### src/rtl/pe_acc_pkg.sv
// Shared types for the PE accumulation stage.
// Precision encodings (also used by the adder), FSM states, requant config.
package pe_acc_pkg;

  typedef logic [2:0] prec_t;

  localparam prec_t PREC_8B = 3'b100;
  localparam prec_t PREC_4B = 3'b010;
  localparam prec_t PREC_2B = 3'b001;

  typedef enum logic [1:0] {
    IDLE  = 2'd0,
    ACCUM = 2'd1,
    DRAIN = 2'd2
  } acc_state_e;

  typedef struct packed {
    prec_t      prec;
    logic [4:0] shift;
    logic       relu;
  } rq_cfg_t;

  // Beats-per-group with 0 promoted to 1.
  function automatic logic [15:0] eff_num16(input logic [15:0] n);
    return (n == '0) ? 16'd1 : n;
  endfunction

endpackage

### src/rtl/acc_requant.sv
// Requantizer: ACC_DATA_WIDTH sum -> ACT_DATA_WIDTH activation.
// Ports: sum_i, cfg_i (prec/shift/relu) -> data_o; 8b mode shifts/relus/saturates.
module acc_requant
  import pe_acc_pkg::*;
#(
  parameter int ACC_DATA_WIDTH = 32,
  parameter int ACT_DATA_WIDTH = 8
) (
  input  logic [ACC_DATA_WIDTH-1:0] sum_i,
  input  rq_cfg_t                   cfg_i,
  output logic [ACT_DATA_WIDTH-1:0] data_o
);

  localparam logic signed [ACC_DATA_WIDTH-1:0] SAT_MAX =
    ACC_DATA_WIDTH'((64'd1 << (ACT_DATA_WIDTH - 1)) - 64'd1);
  localparam logic signed [ACC_DATA_WIDTH-1:0] SAT_MIN = ~SAT_MAX;

  logic signed [ACC_DATA_WIDTH-1:0] shifted;
  logic signed [ACC_DATA_WIDTH-1:0] clamped;
  logic signed [ACC_DATA_WIDTH-1:0] sat;

  always_comb begin
    shifted = $signed(sum_i) >>> cfg_i.shift;
    clamped = shifted;
    if (cfg_i.relu && shifted[ACC_DATA_WIDTH-1]) begin
      clamped = '0;
    end
    sat = clamped;
    if (clamped > SAT_MAX) begin
      sat = SAT_MAX;
    end else if (clamped < SAT_MIN) begin
      sat = SAT_MIN;
    end
  end

  // Packed 4b/2b lanes were already wrapped by the adder: pass through.
  always_comb begin
    data_o = sum_i[ACT_DATA_WIDTH-1:0];
    unique case (1'b1)
      (cfg_i.prec == PREC_8B): data_o = sat[ACT_DATA_WIDTH-1:0];
      default:                 data_o = sum_i[ACT_DATA_WIDTH-1:0];
    endcase
  end

endmodule

### src/rtl/pe_accumulator.sv
// PE accumulation stage: feeds running sum to the adder, counts beats,
// emits requantized result on out_valid/out_ready. Config shadowed per group.
module pe_accumulator
  import pe_acc_pkg::*;
#(
  parameter int ACC_DATA_WIDTH = 32,
  parameter int ACT_DATA_WIDTH = 8,
  parameter int CNT_WIDTH      = 16
) (
  input  logic                      clk,
  input  logic                      reset,
  input  logic                      clear,
  input  logic [2:0]                mode_precision_layer,
  input  logic [CNT_WIDTH-1:0]      cfg_num_acc,
  input  logic [4:0]                cfg_shift,
  input  logic                      cfg_relu,
  input  logic                      in_valid,
  output logic                      in_ready,
  output logic [ACC_DATA_WIDTH-1:0] acc_partial,
  input  logic [ACC_DATA_WIDTH-1:0] adder_sum,
  output logic                      out_valid,
  input  logic                      out_ready,
  output logic [ACT_DATA_WIDTH-1:0] out_data,
  output logic                      busy
);

  acc_state_e                state_q;
  logic [CNT_WIDTH-1:0]      count_q;
  logic [ACC_DATA_WIDTH-1:0] acc_q;
  logic [CNT_WIDTH-1:0]      num_q;
  rq_cfg_t                   cfg_q;
  logic [ACT_DATA_WIDTH-1:0] data_q;

  logic                      first;
  logic [CNT_WIDTH-1:0]      num_d;
  rq_cfg_t                   cfg_live;
  rq_cfg_t                   cfg_d;
  logic [CNT_WIDTH:0]        count_d;
  logic                      last;
  logic                      accept;
  logic [ACT_DATA_WIDTH-1:0] data_d;

  // First beat of a group uses live config; later beats use the shadow.
  always_comb begin
    first          = (count_q == '0);
    cfg_live.prec  = mode_precision_layer;
    cfg_live.shift = cfg_shift;
    cfg_live.relu  = cfg_relu;
    num_d          = (cfg_num_acc == '0)
                   ? CNT_WIDTH'(1) : cfg_num_acc;
    if (!first) begin
      num_d = num_q;
    end
    cfg_d   = first ? cfg_live : cfg_q;
    count_d = {1'b0, count_q} + 1'b1;
    last    = (count_d == {1'b0, num_d});
  end

  assign in_ready    = (state_q != DRAIN) | out_ready;
  assign accept      = in_valid & in_ready;
  assign acc_partial = first ? '0 : acc_q;
  assign out_valid   = (state_q == DRAIN);
  assign busy        = (state_q != IDLE);
  assign out_data    = data_q;

  acc_requant #(
    .ACC_DATA_WIDTH(ACC_DATA_WIDTH),
    .ACT_DATA_WIDTH(ACT_DATA_WIDTH)
  ) u_requant (
    .sum_i (adder_sum),
    .cfg_i (cfg_d),
    .data_o(data_d)
  );

  always_ff @(posedge clk or negedge reset) begin
    if (!reset) begin
      state_q <= IDLE;
      count_q <= '0;
      acc_q   <= '0;
      num_q   <= '0;
      cfg_q   <= '0;
      data_q  <= '0;
    end else if (clear) begin
      state_q <= IDLE;
      count_q <= '0;
      acc_q   <= '0;
    end else if (accept) begin
      acc_q <= adder_sum;
      if (first) begin
        num_q <= num_d;
        cfg_q <= cfg_live;
      end
      if (last) begin
        count_q <= '0;
        state_q <= DRAIN;
        data_q  <= data_d;
      end else begin
        count_q <= count_d[CNT_WIDTH-1:0];
        state_q <= ACCUM;
      end
    end else if (state_q == DRAIN && out_ready) begin
      state_q <= IDLE;
    end
  end

endmodule

### config.mk
export PLATFORM = sky130hd
export DESIGN_NAME = pe_accumulator
export DESIGN_NICKNAME = d
export VERILOG_FILES = /design/src/rtl/pe_acc_pkg.sv /design/src/rtl/acc_requant.sv /design/src/rtl/pe_accumulator.sv
export SDC_FILE = /design/constraint.sdc
export NUM_CORES = 1
export LEC_CHECK = 0
export BUFFER_PORTS_ARGS = -buffer_cell sky130_fd_sc_hd__buf_2
export CAP_MARGIN = 0
export CORE_MARGIN = 8
export CORE_UTILIZATION = 40
export DETAILED_ROUTE_END_ITERATION = 10
export SYNTH_ARGS = -nofsm -noshare
export SYNTH_HDL_FRONTEND = slang
export SYNTH_HIERARCHICAL = 1
export SYNTH_SLANG_ARGS = --single-unit
### constraint.sdc
create_clock -name clk -period 7.4 [get_ports clk]
set_clock_uncertainty 0.05 [all_clocks]
set_input_delay 0 -clock clk [delete_from_list [all_inputs] [get_ports clk]]
set_output_delay 0 -clock clk [all_outputs]
set_load 0.02 [all_outputs]
; ---- Yosys cells after proc, flatten, opt, wreduce, memory -nomap -nowiden
; Index checks and enable logic that the tools add are counted.
; W data, S select, Z words.
[totals]
elab_cells = 46
latchBits = 0
mem_count = 0
reg_bits = 83
mem_bits_rw = 0
rom_bits = 0
out_inout_bits = 43
[classes]
shifts = 1
n_mux = 17
mul = 0
reduce_logical = 10
magnitude_cmp = 2
eq_ne = 4
add_sub_neg = 1
n_div = 0
n_bitwise = 3
[op_table]
columns = cell, n
row1 = $mux W32, 4
row2 = $mux W16, 5
row3 = $gt A32 B8 Y1 const B, 1
row4 = $logic_not A16 Y1, 2
row5 = $lt A32 B8 Y1 const B, 1
row6 = $sshr A32 B5 Y32, 1
row7 = $mux W8, 3
row8 = $add A16 B1 Y17 const B, 1
row9 = $eq A17 B16 Y1, 1
row10 = $mux W9, 1
row11 = $mux W2, 4
row12 = $reduce_and A3 Y1, 2
row13 = $reduce_bool A2 Y1, 2
row14 = $eq A3 B3 Y1 const B, 1
row15 = $reduce_bool A3 Y1, 1
row16 = $eq A2 B2 Y1 const B, 1
row17 = $logic_and A1 B1 Y1, 2
row18 = $ne A2 B2 Y1 const B, 1
row19 = $reduce_and A2 Y1, 1
row20 = $and A1 B1 Y1, 1
row21 = $not A1 Y1, 1
row22 = $or A1 B1 Y1, 1

; ---- Depth between registers and ports, before layout
[depth]
depth_word = 9
depth_mapped = 22

; ---- By module
; Netlist, hierarchy kept.
[modules_own_cells]
columns = module, instances, area_each_um2, cells_per_inst, seq_area_each_um2
row1 = pe_accumulator, 1, 4498.1, 487, 2077.0
row2 = acc_requant, 1, 2678.8, 311, 0.0

; ---- Worst setup path before layout
; OpenSTA, ideal clock, no wires.
[synth_path]
kind = flip-flop to flip-flop
startpoint = reg count_q[0]
endpoint = reg data_q[0] (netlist: out_data[0])
arrival_ns = 4.396
slack_ns = 2.827
required_ns = 7.223
stages_incl_launch_ff = 20
period_less_slack_ns = 4.573
path_cell_list = dfrtp_1 -> inv_1 -> ha_1 -> nor4b_2 -> nand4_1 -> buf_4 -> buf_1 -> clkbuf_1 -> nand2_1 -> nand2_1 -> buf_6 -> buf_8 -> mux2_4 -> mux4_2 -> or2_0 -> a2111oi_0 -> o2111ai_1 -> nor4_4 -> o32ai_1 -> mux2_1
[synth_rtl]
columns = element, line
row1 = from (decl), pe_accumulator.sv:28  ; logic [CNT_WIDTH-1:0] count_q;
row2 = from (signal assigned), pe_accumulator.sv:98  ; count_q <= count_d[CNT_WIDTH-1:0];
row3 = to (signal assigned), pe_accumulator.sv:96  ; data_q <= data_d;
row4 = to (decl), pe_accumulator.sv:32  ; logic [ACT_DATA_WIDTH-1:0] data_q;

==> out/metrics.cfg <==
[status]
run_status=finished, final reports clean

[routing]
drt_drc_violations_left=0
routed_via_density=5.87
via_count=6741
drt-wirelength-per-cell_um=19.7
totalWireLength_um=22600
firstDrtPassIters=5
drt-initial-drc-count=708
detail-route-antenna-nets=0

[critical_path]
critical_path.endpoint_type=flip-flop
critical_path.n_buffers_inverters=2
worst_ep_required_time_ns=7.58
worst-endpoint-arrival_ns=5.79
max_stage_delay_ns=0.68
worstSetupStartpointType=flip-flop
cp_top_family=simple AND/OR/NAND/NOR gates
crit_path_cell_trace=inv_1 -> ha_1 -> nor4b_2 -> and4_1 -> nand2_1 -> nand2_2 -> inv_1 -> mux2i_1 -> nor2_1 -> o31ai_1 -> nor2_1 -> a41oi_1 -> o32ai_1 -> mux2_1
worst-r2r-cell-count=14
path_max_fanout=28
critical_path.slowest_cell=o31ai_1
critical_path_class=reg -> reg
critical_path_cell_count=14

[yosys]
postSynth.asyncResetShare_pct=100
register_bit_total_from_synthesis=83
synthCells=798
ys_dominant_reg_cell=dfrtp_1
synth.cell_area_um2=7180
syn-mean-instance-area_um2=8.99
yosysSeqAreaShare_pct=28.9
synth.distinct_cells=73
syn_nets=862
synth_edf_count=0
synth.yosys.warnings=6

[global_route]
grtUsageMet3_pct=2.99
grt.overflow.total=0
first_global_vias=6574
grt_use_met2_pct=33.8
grt_max_degree=65
grt.met1_usage_pct=26.2
global_route.peak_usage_layer=met2
number_of_antenna_violations_at_the_first_check_in_global_routing=0
overall_global_routing_usage_pct=20.3
wire_length_of_the_first_global_routing_pass_um=36300

[min_path]
hold_path.class=in -> async

[cells_and_area]
final_layout_size_suffix_gt1_share_pct=23.7
final_std_cells_w_o_fill=1148
post-route-util_pct=48.3
area_added_between_synthesis_and_finish_pct=19.6
fillers=1676
fin_nets=978
antennaDiodeCount=0

[timing]
max_slew.worst_pin.slew_ns=1.10
setup_tns_ns=0
relative_max_transition_margin_pct=26.6
final.hold.worst_slack_ns=0.0192
post-route-period-util_pct=75.8
timing.final.hold_violations=0
final-max-slew-violation-count=0
setup_viol_count_final=0
grt_setup_unrepaired=no
setup_ws_final_ns=1.79
achievable-frequency_mhz=178
finalCriticalPeriod_ns=5.61

[clocking]
h-tree-depth=3
clockBufferDepth=2
clock_latency_ns=0.35
cts.root.buffer_cell=clkbuf_16
number_of_buffers_created_by_cts=9
post_cts_setup_buffers=0
cts_num_sinks=83
clk_pin_slew_ns=0.07
tritoncts=yes

[power_and_ir_drop]
ir_worst_vdd_mv=0.115
static-leakage-power_uw=0.00369
power_density_cells_nw_per_um2=209

[placement]
hpwl_um=15900
placement.setup.worst_slack_ns=1.86
routabilityCongestion=0.962
io_buffer_count=104
inst_count_dp=1074

[floorplan]
initial_cell_density_of_the_core_pct=40.4
core_region_area_um2=17800
floorplan.io_pins=105
chip_width_um=150
design.die.area_um2=22500
std_cell_rows=49
die_height_um=150

[run]
max_cap_violations=0

[cells in the final DEF, fill, tap and decap left out, types with 10 or more instances in the layout]
master,Yosys,final
nand3_1,13,13
mux4_2,27,27
o31ai_1,11,11
xnor2_1,17,17
dlygate4sd3_1,0,58
nor3_1,19,19
nor2_1,33,32
mux2i_1,46,46
buf_2,9,103
nand4_1,10,10
dfrtp_1,83,83
mux2_2,38,38
and2_1,33,33
nand2_1,153,150
buf_4,4,11
a21oi_1,60,60
inv_1,11,11
o21ai_0,29,29
[timing repair]
| action | in CTS | in global routing |
|---|---|---|
| gates resized for setup | 0 | 0 |
| hold buffers | 58 | 0 |
| hold endpoints to repair | 76 | 0 |
[layout make-up]
cell class	instances	area (um^2)	area share (%)
clock buffers	9	225	2.62
clock inverters	7	57.6	0.670
well taps	229	287	3.34
repair buffers	172	1180	13.7
flip-flops and latches	83	2080	24.2
multi-input cells	636	4720	54.9
inverters	12	45.0	0.525
[cell usage after synthesis (6+ instances only)]
| cell type | number | share of area (%) |
|---|---|---|
| xor2_1 | 6 | 0.73 |
| and2_1 | 33 | 2.9 |
| nand3_1 | 13 | 0.91 |
| buf_6 | 7 | 1.1 |
| o31ai_1 | 11 | 1.2 |
| nand4_1 | 10 | 0.87 |
| xnor2_1 | 17 | 2.1 |
| mux4_2 | 27 | 8.5 |
| mux4_1 | 9 | 3.3 |
| nand2b_1 | 7 | 0.61 |
| nand2_1 | 153 | 8.0 |
| nor2_1 | 33 | 1.7 |
| nor3_1 | 19 | 1.3 |
| dfrtp_1 | 83 | 29 |
| a21oi_1 | 60 | 4.2 |
| buf_2 | 9 | 0.63 |
| inv_1 | 11 | 0.58 |
| clkbuf_1 | 41 | 2.1 |
| o32ai_1 | 7 | 0.85 |
| mux2_2 | 38 | 6.0 |
| nor4_1 | 7 | 0.61 |
| mux2i_1 | 46 | 6.4 |
| nand3b_1 | 8 | 0.84 |
| o21ai_0 | 29 | 2.0 |
[per-layer routing]
metal	vias up	share of wire [%]	routed length, um
met5	-	0	0
met4	0	2.7	601
met3	43	6.6	1490
met2	254	49	11100
met1	3281	42	9440
li1	3163	-	-
[final timing paths]
kind | startpoint | to | slack, ns
setup / recovery | count_q[0]$_DFFE_PN0P_ | out_data[0]$_DFFE_PN0P_ | 1.79
hold / removal | reset | out_data[4]$_DFFE_PN0P_ | 0.02
setup reg to reg | count_q[0]$_DFFE_PN0P_ | out_data[0]$_DFFE_PN0P_ | 1.79
hold reg to reg | out_data[1]$_DFFE_PN0P_ | out_data[1]$_DFFE_PN0P_ | 0.46
max in group asynchronous | reset | out_data[0]$_DFFE_PN0P_ | 6.14
min in group clk | adder_sum[31] | acc_q[31]$_DFFE_PN0P_ | 0.08
[power by group]
group	switching (uW)	internal (uW)	leakage, uW
Combinational	470	355	0.00247
Clock	206	234	0.000142
Sequential	25.1	502	0.00108
Total	701	1090	0.00369
[worst register-to-register path, stage by stage, from the launching register on]
cell     delay [ns]
dfrtp_1        0.45
inv_1          0.10
ha_1           0.15
nor4b_2        0.34
and4_1         0.62
nand2_1        0.13
nand2_2        0.54
inv_1          0.63
mux2i_1        0.44
nor2_1         0.07
o31ai_1        0.68
nor2_1         0.13
a41oi_1        0.67
o32ai_1        0.17
mux2_1         0.32
[cells by family (layout without fill, tap and decap cells)]
group	after synthesis	after routing	share of synthesized area (%)
AND/OR/NAND/NOR	314	314	21.5
AO/OA/AOI/OAI	167	167	14.9
multiplexers	130	130	26.0
flip-flops	83	83	28.9
buffers and inverters	79	200	5.56
XOR/XNOR	23	23	2.81
adder cells (fa/ha/maj)	2	2	0.349
[flip-flops by register name (all words and copies together), names as in the netlist]
| signal | flops |
|---|---|
| acc_q | 32 |
| count_q | 16 |
| num_q | 16 |
| cfg_q | 9 |
| out_data | 8 |
| state_q | 2 |
[through the flow]
step / total power (uW) / cell area (um^2)
6_report: 1790 / 8590
3_5_place_dp: 1320 / 7720
5_1_grt: 1900 / 8590
4_1_cts: 1790 / 8590
3_3_place_gp: 1330 / 7720
2_1_floorplan: 1140 / 7180
Power figures use the tool's default switching activity.
